[src/rtl/minibyte_arb_pkg.sv]
// Minibyte bus arbiter shared types: bus widths, default window base, FSM states.
// No ports; imported by minibyte_bus_arbiter.
package minibyte_arb_pkg;

  localparam int ADDR_W = 7;
  localparam int DATA_W = 8;

  localparam logic [ADDR_W-1:0] INT_BASE_DEF = 7'h78;

  typedef enum logic [1:0] {
    IDLE,
    ACCESS,
    RECOVER
  } state_e;

endpackage

[src/rtl/minibyte_arb_pick.sv]
// Combinational winner select for the two Minibyte bus requesters.
// Ports: req0_i/req1_i requests, ptr_i tie-break port (MINIBYTE_ARB_RR_EN only),
// gnt_o winning port id, any_o at least one request.
module minibyte_arb_pick (
  input  logic req0_i,
  input  logic req1_i,
`ifdef MINIBYTE_ARB_RR_EN
  input  logic ptr_i,
`endif
  output logic gnt_o,
  output logic any_o
);

  assign any_o = req0_i | req1_i;

  always_comb begin
    gnt_o = 1'b0;
    unique case (1'b1)
      (req0_i && req1_i): begin
`ifdef MINIBYTE_ARB_RR_EN
        gnt_o = ptr_i;
`else
        gnt_o = 1'b0;
`endif
      end
      (!req0_i && req1_i): gnt_o = 1'b1;
      default:             gnt_o = 1'b0;
    endcase
  end

endmodule

[src/rtl/minibyte_bus_arbiter.sv]
// Two-port Minibyte memory bus sequencer: IDLE -> ACCESS (wait states) -> RECOVER.
// Ports: clk_in/rst_in (async low), halt_in, req{0,1}_{in,addr_in,we_in,data_in},
// bus_data_in; registered bus pins addr/data/we/drive_out, req{0,1}_done_out,
// rdata_out, busy_out, grant_id_out. Macro MINIBYTE_ARB_RR_EN selects round-robin.
module minibyte_bus_arbiter
  import minibyte_arb_pkg::*;
#(
  parameter int unsigned       WAIT_STATES = 2,
  parameter logic [ADDR_W-1:0] INT_BASE    = INT_BASE_DEF
) (
  input  logic              clk_in,
  input  logic              rst_in,
  input  logic              halt_in,
  input  logic              req0_in,
  input  logic [ADDR_W-1:0] req0_addr_in,
  input  logic              req0_we_in,
  input  logic [DATA_W-1:0] req0_data_in,
  input  logic              req1_in,
  input  logic [ADDR_W-1:0] req1_addr_in,
  input  logic              req1_we_in,
  input  logic [DATA_W-1:0] req1_data_in,
  input  logic [DATA_W-1:0] bus_data_in,
  output logic [ADDR_W-1:0] addr_out,
  output logic [DATA_W-1:0] data_out,
  output logic              we_out,
  output logic              drive_out,
  output logic              req0_done_out,
  output logic              req1_done_out,
  output logic [DATA_W-1:0] rdata_out,
  output logic              busy_out,
  output logic              grant_id_out
);

  if (WAIT_STATES > 7) begin : g_ws_chk
    $error("WAIT_STATES must be in 0..7");
  end

  localparam logic [2:0] WS3 = 3'(WAIT_STATES);

  state_e            st_q, st_d;
  logic [2:0]        cnt_q, cnt_d;
  logic [ADDR_W-1:0] addr_q, addr_d;
  logic [DATA_W-1:0] wdat_q, wdat_d;
  logic [DATA_W-1:0] rdat_q, rdat_d;
  logic              wr_q, wr_d;
  logic              done0_q, done0_d;
  logic              done1_q, done1_d;
  logic              gid_q, gid_d;
  logic              busy_q;

  logic              gnt;
  logic              any_req;
  logic [ADDR_W-1:0] sel_addr;
  logic [DATA_W-1:0] sel_data;
  logic              sel_we;

`ifdef MINIBYTE_ARB_RR_EN
  // Port that wins the next tie; flips to the other port after each service.
  logic ptr_q, ptr_d;

  minibyte_arb_pick u_pick (
    .req0_i (req0_in),
    .req1_i (req1_in),
    .ptr_i  (ptr_q),
    .gnt_o  (gnt),
    .any_o  (any_req)
  );
`else
  minibyte_arb_pick u_pick (
    .req0_i (req0_in),
    .req1_i (req1_in),
    .gnt_o  (gnt),
    .any_o  (any_req)
  );
`endif

  assign sel_addr = gnt ? req1_addr_in : req0_addr_in;
  assign sel_data = gnt ? req1_data_in : req0_data_in;
  assign sel_we   = gnt ? req1_we_in   : req0_we_in;

  always_comb begin
    st_d    = st_q;
    cnt_d   = cnt_q;
    addr_d  = addr_q;
    wdat_d  = wdat_q;
    rdat_d  = rdat_q;
    gid_d   = gid_q;
    wr_d    = 1'b0;
    done0_d = 1'b0;
    done1_d = 1'b0;
`ifdef MINIBYTE_ARB_RR_EN
    ptr_d   = ptr_q;
`endif
    unique case (st_q)
      IDLE: begin
        if (any_req && !halt_in) begin
          st_d   = ACCESS;
          addr_d = sel_addr;
          wdat_d = sel_data;
          wr_d   = sel_we;
          gid_d  = gnt;
          // Onboard register-RAM window needs no wait states.
          cnt_d  = (sel_addr >= INT_BASE) ? 3'd0 : WS3;
        end
      end
      ACCESS: begin
        wr_d = wr_q;
        if (cnt_q != 3'd0) begin
          cnt_d = cnt_q - 3'd1;
        end else begin
          if (!wr_q) rdat_d = bus_data_in;
          wr_d    = 1'b0;
          done0_d = !gid_q;
          done1_d = gid_q;
          st_d    = RECOVER;
        end
      end
      RECOVER: begin
        st_d = IDLE;
`ifdef MINIBYTE_ARB_RR_EN
        ptr_d = !gid_q;
`endif
      end
      default: st_d = IDLE;
    endcase
  end

  always_ff @(posedge clk_in or negedge rst_in) begin
    if (!rst_in) begin
      st_q    <= IDLE;
      cnt_q   <= 3'd0;
      addr_q  <= '0;
      wdat_q  <= '0;
      rdat_q  <= '0;
      wr_q    <= 1'b0;
      done0_q <= 1'b0;
      done1_q <= 1'b0;
      gid_q   <= 1'b0;
      busy_q  <= 1'b0;
    end else begin
      st_q    <= st_d;
      cnt_q   <= cnt_d;
      addr_q  <= addr_d;
      wdat_q  <= wdat_d;
      rdat_q  <= rdat_d;
      wr_q    <= wr_d;
      done0_q <= done0_d;
      done1_q <= done1_d;
      gid_q   <= gid_d;
      busy_q  <= (st_d != IDLE);
    end
  end

`ifdef MINIBYTE_ARB_RR_EN
  always_ff @(posedge clk_in or negedge rst_in) begin
    if (!rst_in) ptr_q <= 1'b0;
    else         ptr_q <= ptr_d;
  end
`endif

  assign addr_out      = addr_q;
  assign data_out      = wdat_q;
  assign we_out        = wr_q;
  assign drive_out     = wr_q;
  assign req0_done_out = done0_q;
  assign req1_done_out = done1_q;
  assign rdata_out     = rdat_q;
  assign busy_out      = busy_q;
  assign grant_id_out  = gid_q;

endmodule

[config.mk]
export PLATFORM = sky130hd
export DESIGN_NAME = minibyte_bus_arbiter
export DESIGN_NICKNAME = d
export VERILOG_FILES = /design/src/rtl/minibyte_arb_pkg.sv /design/src/rtl/minibyte_arb_pick.sv /design/src/rtl/minibyte_bus_arbiter.sv
export SDC_FILE = /design/constraint.sdc
export NUM_CORES = 1
export LEC_CHECK = 0
export ABC_AREA = 1
export CAP_MARGIN = 20
export CORE_MARGIN = 3
export CORE_UTILIZATION = 35
export CTS_CLUSTER_DIAMETER = 120
export DETAILED_ROUTE_END_ITERATION = 8
export PLACE_DENSITY_LB_ADDON = 0.1
export SLEW_MARGIN = 25
export SYNTH_ARGS = -nofsm -noshare
export SYNTH_HDL_FRONTEND = slang
export SYNTH_SLANG_ARGS = --single-unit
[constraint.sdc]
create_clock -name clk_in -period 3.9 [get_ports clk_in]
set_input_delay 0.39 -clock clk_in [delete_from_list [all_inputs] [get_ports clk_in]]
set_output_delay 0.39 -clock clk_in [all_outputs]
set_load 0.005 [all_outputs]
## Yosys cells after proc, flatten, opt, wreduce, memory -nomap -nowiden

Cells that the tools add are included.

| word-level totals | value |
|---|---|
| bits in registers | 33 |
| bits in latches | 0 |
| memory bits (writable) | 0 |
| ROM bits | 0 |
| input port bits | 45 |
| output and inout port bits | 29 |
| memories | 0 |

| operators by class | value |
|---|---|
| add/sub/neg operators | 1 |
| multiply operators | 0 |
| div/mod/pow operators | 0 |
| magnitude comparators | 1 |
| eq/ne operators | 4 |
| shifts and indexed selects | 0 |
| muxes and demuxes | 18 |
| bitwise operators | 3 |
| reductions and logical operators | 12 |

Operator list:

| operator | count |
|---|---|
| $mux W1 | 8 |
| $mux W8 | 1 |
| $ge A7 B7 Y1 const B | 1 |
| $mux W7 | 1 |
| $mux W2 | 3 |
| $mux W3 | 2 |
| $ne A2 B2 Y1 const B | 3 |
| $pmux W3 S2 | 1 |
| $reduce_and A3 Y1 | 2 |
| $pmux W2 S2 | 1 |
| $reduce_bool A2 Y1 | 2 |
| $logic_not A1 Y1 | 3 |
| $reduce_bool A3 Y1 | 1 |
| $sub A3 B1 Y3 const B | 1 |
| $eq A2 B1 Y1 const B | 1 |
| $logic_and A1 B1 Y1 | 2 |
| $logic_not A2 Y1 | 1 |
| $not A1 Y1 | 2 |
| $pmux W1 S2 | 1 |
| $reduce_and A2 Y1 | 1 |
| $or A1 B1 Y1 | 1 |

## Longest topological paths before layout

| depth | value |
|---|---|
| word-level depth | 8 |
| depth in mapped cells | 9 |

## Cells and area by module

Synthesis repeated with hierarchy kept, for this count alone.

| second synthesis, totals | value |
|---|---|
| cells, all modules | 179 |
| area, all modules | 1600.3 um^2 |

By module, submodules not included:

| module | instances | cells each | area each (um^2) | sequential area each (um^2) |
|---|---|---|---|---|
| minibyte_bus_arbiter | 1 | 175 | 1585.3 | 825.8 |
| minibyte_arb_pick | 1 | 4 | 15.0 | 0.0 |

## Worst setup path before layout

No wires, ideal clock.

| timing path | value |
|---|---|
| kind | register -> register |
| from | register cnt_q[0] |
| to | register rdat_q[0], in the netlist rdata_out[0] |
| library setup time | 0.118 ns |
| arrival time | 1.186 ns |
| required time | 3.782 ns |
| path slack | 2.597 ns |
| stages on the path, launching flop included | 10 |
| path buffers | 0 |
| cells stage by stage | dfrtp_1 > inv_1 > ha_1 > inv_1 > nor2_2 > inv_1 > nor2_4 > nand2_2 > nand2_1 > nand2_1 |

| between the ends | value |
|---|---|
| longest elaborated chain between the ends | 3 |

RTL lines:

| element | RTL line | RTL |
|---|---|---|
| start: declaration | minibyte_bus_arbiter.sv:41 | `logic [2:0] cnt_q, cnt_d;` |
| start signal: assignment | minibyte_bus_arbiter.sv:142 | `cnt_q <= cnt_d;` |
| $reduce_bool A3 Y1 | minibyte_bus_arbiter.sv:108 | `if (cnt_q != 3'd0) begin` |
| $not A1 Y1 (no line) | - |  |
| $reduce_and A3 Y1 (no line) | - |  |
| end signal: assignment | minibyte_bus_arbiter.sv:145 | `rdat_q <= rdat_d;` |
| end: declaration | minibyte_bus_arbiter.sv:44 | `logic [DATA_W-1:0] rdat_q, rdat_d;` |

Every way passes these cells.
A chain may end at the register's enable or synchronous reset.

## Final worst setup path

| timing path | value |
|---|---|
| from | input port req1_in |
| to | register cnt_q[0] |

| between the ends | value |
|---|---|
| longest elaborated chain between the ends | 4 |

RTL lines:

| element | RTL line | RTL |
|---|---|---|
| start: declaration | minibyte_bus_arbiter.sv:18 | `input logic req1_in,` |
| $or A1 B1 Y1 | minibyte_arb_pick.sv:14 | `assign any_o = req0_i \| req1_i;` |
| $logic_and A1 B1 Y1 | minibyte_bus_arbiter.sv:96 | `if (any_req && !halt_in) begin` |
| $ne A2 B2 Y1 (no line) | - |  |
| $reduce_and A3 Y1 (no line) | - |  |

Every way passes these cells.

==> impl_metrics.ini <==
[detailed_routing]
met1_length_mm = 1.72
wl_met2_mm = 1.78
first_pass_iters = 4
routed.top_layer = met4
via_per_inst = 4.55
drt_wl_total_mm = 3.82
vias = 1415
route.met3.wl_microns = 275
final_antenna_net_count = 0
drc_errors = 0
wl_per_cell_microns = 12.3
drtIter0Drc = 54

[timing]
timing.hold.ws_ns = 0.162
tns_ns = 0
hold_viol = 0
worst_pin_slew_ns = 0.793
max_slew_margin_pct = 47.0
rsz0062_at_grt = no
post-route-period-util_pct = 55.8
fin_skew_ns = 0.00601
fin_crit_ns = 2.17
max_freq_mhz = 460
drv_slew = 0
setup_violations = 0

[final_layout]
n_fill_cell = 443
drive_above_1_share_pct = 9.27
syn_to_final_growth_pct = 50.1
layout.cells.non_filler = 311
diodes = 0
final_area_sq_um = 2430
nNetsFinal = 305
multiInputGateArea_sq_um = 666
regArea_sq_um = 826

[place]
gp_congestion = 0.818
dp_hpwl_mm = 2.75
io_buffer_count = 73
dp_cells = 303
placed_cell_area_sq_um = 2350

[grt]
grt_pass1_vias = 1301
grt_pass1_wl_mm = 5.97
antenna_found_initial = 0
grt_max_degree = 35
grt_usage_pct = 14.6
overflow = 0

[clocking]
clock_path_buffers = 2
cts_max_level = 2
cts.sinks = 33
numCtsBuffers = 5
cts_resized = 0
cts_tree = yes
cts_setup_buffers = 0
path_clk_slew_ns = 0.06
cts_hold_buf = 0
insertion_delay_ns = 0.28
cts-root-buf = clkbuf_8

[logic_synthesis]
synth_top_area_share_pct = 51.0
netlist_top_cells_area = dfrtp_1 51%, nand2_1 12%, o31ai_2 7.0%, nand3_1 4.6%, nor2_1 4.4%
ys_seq_elements = 33
synth_cell_types = 22
yosysWarnings = 0
synth_top_cell_by_area = dfrtp_1
avgSynthCellArea_sq_um = 8.70
synth_area_sq_um = 1620
syn_nets = 233
synth_seq_area_share_pct = 51.0
synthCells = 186

[die]
core_sq_um = 4410
row_count = 24
die_w_microns = 74.0
die_y_microns = 74.0
die-area_sq_um = 5480
initial_core_util_pct = 36.7
ios = 74

[status]
status = completed

[setup_path]
crit_type = in -> reg
crit_path_max_fanout = 34
arrival_ns = 2.34
end_kind = flip-flop
cp.required_ns = 4.06
start_kind = input port

[flow_run]
maxCapViolCount = 0

[power_and_ir_drop]
powerDensity_nw_per_um2 = 640
p_leak_nw = 1.13
peakVddDrop_uv = 207

[hold_path]
min_path_type = in -> async
[worst max-delay path: stages]
cell and delay (ns):
clkdlybuf4s50_1 0.82, nor2_4 0.26, nor2_4 0.07, inv_2 0.45, nand2_1 0.17, nand3_1 0.10, o21ai_0 0.07
[Yosys cell counts (all sizes together)]
master	count
nor3	1
nand3	15
a21oi	12
nor2	23
nand2	55
clkinv	1
buf	8
dfrtp	33
o31ai	11
nand3b	1
inv	17
ha	2
o21ai	7
[cells by family after synthesis]
logic type      synth area share [%]
compound gates                  13.8
buf+inv                         7.88
fa+ha+maj                       1.55
flops                           51.0
simple gates                    25.8
[metal layers]
layer / GRT usage (%) / vias to the layer above
met2: 22.7 / 43
met3: 5.54 / 5
met4: 4.83 / 0
met1: 18.8 / 628
li1: - / 739
met5: 0 / -
[stage by stage]
step | total power [mW] | setup WS (ns) | util (%)
2_1_floorplan | 0.944 | 2.60 | -
3_3_place_gp | 1.32 | 1.46 | 53.2
3_5_place_dp | 1.33 | 1.42 | 53.2
4_1_cts | 1.58 | 1.71 | 55.0
5_1_grt | 1.69 | 1.51 | 55.0
6_report | 1.56 | 1.73 | 55.0
[where the power goes]
part	internal, mW	switching [mW]
sequential	0.502	0.0857
combinational	0.398	0.326
clock	0.127	0.118
[state kept, by name, indices dropped and copies added, names as in the netlist]
name	cells
st_q	2
addr_out	7
req0_done_out	1
grant_id_out	1
data_out	8
cnt_q	3
drive_out	1
busy_out	1
req1_done_out	1
rdata_out	8
[cells in the final DEF (no fill, tap or decap)]
master           netlist  routed
nor2_1                19      19
clkbuf_1               0       3
o31ai_2                9       9
nor2_2                 1       1
nand2_2                2       2
nand3_1               15      15
a21oi_1               12      12
nor3_1                 1       1
nand3b_1               1       1
clkinv_1               1       1
ha_1                   2       2
inv_1                 15      15
o21ai_0                3       3
o21ai_1                4       4
clkdlybuf4s50_1        0      72
inv_2                  2       2
dfrtp_1               33      33
nand2_1               52      52
o31ai_1                2       2
buf_2                  3       1
nand2_4                1       1
clkbuf_8               0       5
nor2_4                 3       3
[layout make-up]
class / count / area share (%)
Clock buffer: 8 / 3.30
Inverter: 18 / 2.78
Multi-Input combinational cell: 127 / 27.4
Sequential cell: 33 / 34.0
Tap cell: 52 / 2.68
Timing Repair Buffer: 73 / 29.9
[worst paths after layout]
check                                                end  cells after the start  slack, ns                startpoint
worst max-delay path                cnt_q[0]$_DFFE_PN0P_                      7       1.73                   req1_in
worst min-delay path             req1_done_out$_DFF_PN0_                      1       0.16                    rst_in
worst max register to register  rdata_out[4]$_DFFE_PN0P_                      9       2.40      cnt_q[0]$_DFFE_PN0P_
worst min register to register  rdata_out[0]$_DFFE_PN0P_                      2       0.47  rdata_out[0]$_DFFE_PN0P_
max in group asynchronous        addr_out[6]$_DFFE_PN0P_                      1       3.28                    rst_in
min in group clk_in             rdata_out[0]$_DFFE_PN0P_                      2       0.47  rdata_out[0]$_DFFE_PN0P_
(Power assumes the default switching activity.)
